## src/rtl/prefetch_controller.sv

```systemverilog
// Sequencer for the 4-stage instruction prefetch register: fetch addressing, memory handshake, shift/flush strobes.
// Build with PREFETCH_STATS_EN defined to add saturating flush/stall counters; otherwise both counters read 0.
module prefetch_controller #(
    parameter int                    word_size    = 16,
    parameter int                    addr_width   = 16,
    parameter int                    depth        = 4,
    parameter logic [addr_width-1:0] reset_vector = '0
) (
    input  logic                  clk,
    input  logic                  reset,
    output logic                  mem_req,
    output logic [addr_width-1:0] mem_addr,
    input  logic                  mem_ack,
    output logic                  ir_write_enable,
    output logic                  ir_reset,
    input  logic                  stall,
    input  logic                  branch_taken,
    input  logic [addr_width-1:0] branch_target,
    input  logic                  halt,
    output logic                  instr_valid,
    output logic [addr_width-1:0] pc_out,
    output logic [15:0]           flush_count,
    output logic [15:0]           stall_count
);

    if (depth != 4 || word_size < 1) begin : g_param_check
        $error("prefetch_controller: depth must be 4 to match the prefetch register");
    end

    typedef enum logic [1:0] {
        S_IDLE  = 2'd0,
        S_RUN   = 2'd1,
        S_FLUSH = 2'd2,
        S_HALT  = 2'd3
    } state_t;

    state_t                state;
    state_t                state_next;
    logic [addr_width-1:0] fetch_pc;
    logic [depth-1:0]      valid;
    logic [addr_width-1:0] stage_addr [depth];

    logic consume;
    logic blocked;
    logic acc;
    logic shift_en;

    assign consume  = valid[depth-1] & ~stall;
    assign blocked  = valid[depth-1] & stall;

    // Request, accept and shift are kept as separate continuous assigns so the
    // combinational chain mem_req -> acc -> shift_en stays acyclic at block level.
    assign mem_req  = ~reset & (state == S_RUN) & ~halt & ~blocked & ~branch_taken;
    assign acc      = mem_req & mem_ack;
    assign shift_en = ~reset & ~branch_taken & (state != S_FLUSH)
                    & (acc | consume | (~valid[depth-1] & |valid[depth-2:0]));

    assign mem_addr        = fetch_pc;
    assign ir_write_enable = shift_en;
    assign instr_valid     = valid[depth-1];
    assign pc_out          = stage_addr[depth-1];

    always_ff @(posedge clk) begin
        if (reset) begin
            state <= S_IDLE;
        end else begin
            state <= state_next;
        end
    end

    always_comb begin
        // NOTE: every output of this block gets a default first so no path can infer a latch.
        state_next = state;
        ir_reset   = reset;
        case (state)
            S_IDLE:  state_next = S_RUN;
            S_RUN:   if (halt) state_next = S_HALT;
            S_FLUSH: begin
                ir_reset   = 1'b1;
                state_next = halt ? S_HALT : S_RUN;
            end
            S_HALT:  if (!halt) state_next = S_RUN;
            default: state_next = S_IDLE;
        endcase
        if (branch_taken) state_next = S_FLUSH;
    end

    // A branch discards any same-cycle accept and leaves the stage addresses
    // alone; only the valid bits matter for what the decoder sees.
    always_ff @(posedge clk) begin
        if (reset) begin
            fetch_pc <= reset_vector;
            valid    <= '0;
            // NOTE: the stage address array is reset explicitly so pc_out reads 0 after reset.
            for (int i = 0; i < depth; i++) stage_addr[i] <= '0;
        end else if (branch_taken) begin
            fetch_pc <= branch_target;
            valid    <= '0;
        end else begin
            if (acc) fetch_pc <= fetch_pc + addr_width'(1);
            if (shift_en) begin
                valid         <= {valid[depth-2:0], acc};
                stage_addr[0] <= fetch_pc;
                for (int i = depth - 1; i > 0; i--) stage_addr[i] <= stage_addr[i-1];
            end
        end
    end

`ifdef PREFETCH_STATS_EN
    always_ff @(posedge clk) begin
        if (reset) begin
            flush_count <= '0;
            stall_count <= '0;
        end else begin
            if (branch_taken && flush_count != 16'hFFFF) flush_count <= flush_count + 16'd1;
            if (blocked && stall_count != 16'hFFFF)      stall_count <= stall_count + 16'd1;
        end
    end
`else
    assign flush_count = '0;
    assign stall_count = '0;
`endif

endmodule
```

## config.mk

```make
export PLATFORM = sky130hd
export DESIGN_NAME = prefetch_controller
export DESIGN_NICKNAME = d
export VERILOG_FILES = /design/src/rtl/prefetch_controller.sv
export SDC_FILE = /design/constraint.sdc
export NUM_CORES = 1
export LEC_CHECK = 0
export ABC_AREA = 1
export CAP_MARGIN = 20
export CORE_MARGIN = 3
export CORE_UTILIZATION = 51
export DETAILED_ROUTE_END_ITERATION = 10
export PLACE_DENSITY = 0.8
export SYNTH_ARGS = -nofsm -noshare
export SYNTH_HDL_FRONTEND = slang
export SYNTH_SLANG_ARGS = --single-unit
```

## constraint.sdc

```tcl
create_clock -name clk -period 4.2 [get_ports clk]
set_clock_uncertainty 0.15 [all_clocks]
set_input_delay 0.42 -clock clk [delete_from_list [all_inputs] [get_ports clk]]
set_output_delay 0.42 -clock clk [all_outputs]
set_load 0.01 [all_outputs]
```

## After elaboration in Yosys (flattened, before gate mapping)

Memory sizes are Yosys's and may differ from the RTL's.
Index checks and enable logic that the tools add are counted.

| word-level totals | value |
|---|---|
| register bits after elaboration | 22 |
| memory bits (writable) | 64 |
| input port bits | 22 |
| output and inout bits | 68 |
| logic and storage cells | 61 |
| memories | 1 |

Memories:

| name | depth | bits a word | rd ports | clocked after memory_dff | wr ports | line | RTL |
|---|---|---|---|---|---|---|---|
| stage_addr | 4 | 16 | 4 | 0 | 4 | 41 | `logic [addr_width-1:0] stage_addr [depth];` |

| cells by class | value |
|---|---|
| add/subtract/negate cells | 1 |
| equal/unequal tests | 8 |
| multiplexer cells | 18 |
| bitwise operators | 23 |
| reduce and logical (&&, ||, !) cells | 6 |

Operator list:

| cell | number |
|---|---|
| $mux 16 | 6 |
| $add 16x1->16 const B | 1 |
| $and 1x1->1 | 11 |
| $mux 2 | 4 |
| $pmux 2 s4 | 1 |
| $mux 1 | 7 |
| $ne 2x2->1 const B | 3 |
| $ne 3x3->1 const B | 2 |
| $not 1->1 | 6 |
| $or 1x1->1 | 6 |
| $eq 2x2->1 const B | 2 |
| $reduce_and 2->1 | 2 |
| $reduce_or 3->1 | 1 |
| $eq 2x1->1 const B | 1 |
| $logic_not 2->1 | 1 |
| $reduce_bool 2->1 | 1 |
| $reduce_or 2->1 | 1 |

## Longest topological paths before layout

| depth | value |
|---|---|
| depth after elaboration | 14 |
| gate-level depth with buffers | 11 |
| gate-level depth less buffers | 11 |

## Worst setup path after synthesis

Ideal clock, no wire load.

| timing path | value |
|---|---|
| kind | flip-flop to flip-flop |
| from | register state[1] |
| to | memory stage_addr[0][0], enable pin |
| setup time | 0.424 ns |
| arrival | 2.593 ns |
| required time | 3.626 ns |
| slack | 1.033 ns |
| cell stages (with the launch flop) | 10 |
| buffers on the path | 1 |
| period minus slack after synthesis | 3.167 ns |
| cell sequence | dfxtp_1 -> inv_1 -> ha_1 -> inv_1 -> nor2_1 -> nand4_4 -> nand2_1 -> nand2_4 -> buf_6 -> nand2_1 |

RTL lines:

| item | line | RTL |
|---|---|---|
| start, declared | 37 | `state_t state;` |
| start signal, assigned | 67 | `state <= state_next;` |
| end, declared | 41 |  |

## Worst setup path after layout

| timing path | value |
|---|---|
| from | input port branch_taken |
| to | output port ir_write_enable |

| between the ends | value |
|---|---|
| word-level cells in the longest chain between the ends | 6 |
| elaborated cells between the ends (all ways) | 8 |
| classes of those cells | bitwise (8) |

RTL lines:

| item | line | RTL |
|---|---|---|
| start, declared | 17 | `input logic branch_taken,` |
| $not 1->1 (*) | 53, 55 |  |
| $and 1x1->1 | 53 | `assign mem_req = ~reset & (state == S_RUN) & ~halt & ~blocked & ~branch_taken;` |
| $and 1x1->1 | 54 | `assign acc = mem_req & mem_ack;` |
| $or 1x1->1 (2 in series) | 56 | `& (acc \| consume \| (~valid[depth-1] & \|valid[depth-2:0]));` |
| $and 1x1->1 (*) | 56 |  |
| end, declared | 14 | `output logic ir_write_enable,` |

Every way passes the cells marked *; elsewhere a longest branch is shown, timed or not.

==> impl_metrics.env <==
export IMPL_netlist_area_sq_mm=0.004154
export IMPL_chipHeight_um=96.25
export IMPL_ctsResizeCount=0
export IMPL_fin_nets=541
export IMPL_worst_pin_slew_ps=716.3
export IMPL_synth_xor_area_frac=0.008434
export IMPL_rows=32
export IMPL_hold_viol=0
export IMPL_cts_root_buf="clkbuf_8"
export IMPL_drt_wl_total_mm=7.087
export IMPL_grt_overflow=0
export IMPL_cts_tree="built"
export IMPL_fmax_ghz=0.3103
export IMPL_rsz0062_at_grt="no"
export IMPL_numPlacedInstances=606
export IMPL_initial_core_util=0.5321
export IMPL_p_comb_frac=0.090
export IMPL_setup_viol=0
export IMPL_num_io_pins=90
export IMPL_intPower_w=0.001284
export IMPL_synthCells=457
export IMPL_antenna_found_initial=0
export IMPL_clock_power_share=0.339
export IMPL_cts_clk_slew_worst_paths_ps=80
export IMPL_status="finished, final reports clean"
export IMPL_htreeDepth=3
export IMPL_clk_path_buf_depth=2
export IMPL_async_reset_ff_frac=0
export IMPL_core_sq_mm=0.007807
export IMPL_drtPass1Iterations=4
export IMPL_critPathBufInv=3
export IMPL_crit_arrival_ps=2650
export IMPL_tns_ps=0
export IMPL_seq_power_share=0.571
export IMPL_grt_max_degree=65
export IMPL_synth_edf_count=64
export IMPL_yosys_warnings=0
export IMPL_crit_chain="clkdlybuf4s50_1, nor2_8, nand4_4, nand2_1, nand2_4, inv_1, clkdlybuf4s50_1"
export IMPL_num_vias=2852
export IMPL_switching_share=0.2391
export IMPL_muxShareOfSynthArea=0.002410
export IMPL_io_buffers=57
export IMPL_area_growth_pct=16.72
export IMPL_synth_top_family_by_area="simple AND/OR/NAND/NOR gates"
export IMPL_slowest_stage="clkdlybuf4s50_1"
export IMPL_grt_pass1_wl_mm=11.69
export IMPL_synth_seq_area_share=0.5687
export IMPL_synthAdderAreaFrac=0.01205
export IMPL_start_kind="input pin"
export IMPL_avgSynthCellArea_sq_um=9.090
export IMPL_cpPeakStageDelay_ps=780
export IMPL_synth_cell_types=30
export IMPL_path_delay_family="buffers and inverters"
export IMPL_antennaDiodeCount=0
export IMPL_cts_setup_buffers=0
export IMPL_hold_class="flip-flop to flip-flop"
export IMPL_cts_sinks=86
export IMPL_insertion_delay_ps=350
export IMPL_die_area_sq_mm=0.009264
export IMPL_ys_flop_type="edfxtp_1"
export IMPL_maxSlewHeadroom=0.5210
export IMPL_vdd_ir_drop_worst_v=0.0001679
export IMPL_cp_common_cell="clkdlybuf4s50_1"
export IMPL_yosys_area_share_simple=0.1979
export IMPL_synth_compound_area_share=0.04187
export IMPL_drv_cap=0
export IMPL_fin_crit_sh=0.7672
export IMPL_drt_initial_drc_count=140
export IMPL_post_route_drc_count=0
export IMPL_crit_type="input pin to primary output"
export IMPL_finalMaxSlewViolations=0
export IMPL_chipWidth_um=96.25
export IMPL_avgRoutedWirePerCell_um=11.39
export IMPL_grt_pass1_vias=2705
export IMPL_cts_buffers=9
export IMPL_endpoint_kind="primary output"
export IMPL_drive_above_1_share=0.05385
export IMPL_vias_per_cell=4.585
export IMPL_ant_nets=0
export IMPL_grtUsageTotal=0.1654
export IMPL_crit_fanout=17
export IMPL_gp_congestion=0.9166
export IMPL_p_leak_nw=2.042
export IMPL_required_ps=3630
export IMPL_instances_no_fill=622
export IMPL_ys_ff_latch=86
export IMPL_hold_buffers=0
export IMPL_num_fill_cells=655
export IMPL_final_min_clock_period_ps=3222
export IMPL_power_per_cell_area_mw_per_mm2=348.0
export IMPL_switchingPower_w=0.0004034
export IMPL_dp_hpwl_mm=5.073
[layer usage]
metal | GRT usage | wire (um) | up-vias
li1 | - | - | 1467
met1 | 0.1956 | 2849 | 1253
met2 | 0.2714 | 3545 | 112
met3 | 0.04535 | 511 | 20
met4 | 0.09123 | 180 | 0
met5 | 0 | 0 | -
[placed cells by master (no fill, tap or decap), types with 2 or more instances in the layout]
| cell | netlist | routed |
|---|---|---|
| clkdlybuf4s50_1 | 0 | 57 |
| buf_4 | 33 | 2 |
| clkinvlp_4 | 0 | 4 |
| dfxtp_1 | 22 | 22 |
| xor2_1 | 3 | 3 |
| clkbuf_8 | 2 | 9 |
| inv_1 | 89 | 89 |
| nand2_1 | 64 | 63 |
| o21ai_0 | 10 | 10 |
| conb_1 | 1 | 32 |
| nor2_1 | 95 | 95 |
| nand4_1 | 4 | 4 |
| o21ai_2 | 2 | 2 |
| a21oi_1 | 17 | 17 |
| edfxtp_1 | 64 | 64 |
| nand3_1 | 26 | 26 |
| ha_1 | 4 | 4 |
[logic make-up (layout without fill, tap and decap cells)]
group | after synthesis | count (layout)
buf+inv | 135 | 167
mux | 1 | 1
fa+ha+maj | 4 | 4
flops | 86 | 86
xor+xnor | 4 | 4
other cells | 1 | 32
simple gates | 194 | 194
compound gates | 32 | 32
[worst paths after layout]
check / to / depth (start not counted) / from / slack [ps]
max: ir_write_enable / 7 / branch_taken / 980
max reg2reg: stage_addr[3][11] / 9 / state[1] / 1650
min reg2reg: valid[0] / 2 / valid[0] / 330
min: valid[0] / 2 / valid[0] / 330
[final cells by class]
class | count | area [sq um] | area share
Tap cell | 102 | 127.6 | 0.02632
Inverter | 91 | 341.6 | 0.07045
Timing Repair Buffer | 60 | 605.6 | 0.1249
Multi-Input combinational cell | 267 | 1214 | 0.2503
Sequential cell | 86 | 2362 | 0.4872
Clock buffer | 9 | 123.9 | 0.02555
Clock inverter | 7 | 73.82 | 0.01523
[flip-flops by register name (all words and copies together), names as in the netlist]
name        flops
valid           4
state           2
mem_addr       16
stage_addr     64
[power groups by stage]
| stage | registers (W) | logic (W) | clock network (W) |
|---|---|---|---|
| detailed placement | 0.000983 | 0.000151 | 0 |
| global placement | 0.000982 | 0.000147 | 0 |
| global route | 0.000968 | 0.000170 | 0.000624 |
| CTS | 0.000964 | 0.000151 | 0.000581 |
| finish | 0.000964 | 0.000151 | 0.000572 |
| floorplan | 0.000987 | 0.0000983 | 0 |
[worst min-delay path, cell delays in order (launching register included)]
cell and delay, ps:
dfxtp_1 320, nand3_1 70, o21ai_1 50
[Yosys cell counts (3+ instances only)]
library cell | number | share of area
edfxtp_1 | 64 | 0.46
nand2_1 | 64 | 0.058
a21oi_1 | 17 | 0.020
o21ai_0 | 10 | 0.012
inv_1 | 89 | 0.080
dfxtp_1 | 22 | 0.11
nand4_1 | 4 | 0.0060
buf_4 | 33 | 0.060
buf_6 | 6 | 0.016
nor2_1 | 95 | 0.086
ha_1 | 4 | 0.012
nand3_1 | 26 | 0.031
xor2_1 | 3 | 0.0063
[stage by stage]
step	util	setup WS [ps]	hold slack, ps	area (sq um)	total power (W)
floorplan	-	1033	303.8	4270	0.001085
global placement	0.5957	989.1	320.1	4651	0.001129
detailed placement	0.5957	896.4	321.0	4651	0.001134
CTS	0.6210	960.3	333.5	4848	0.001697
global route	0.6210	795.7	352.9	4848	0.001762
finish	0.6210	977.6	330.4	4848	0.001687
Note: power is estimated with default switching activity, not from simulation.
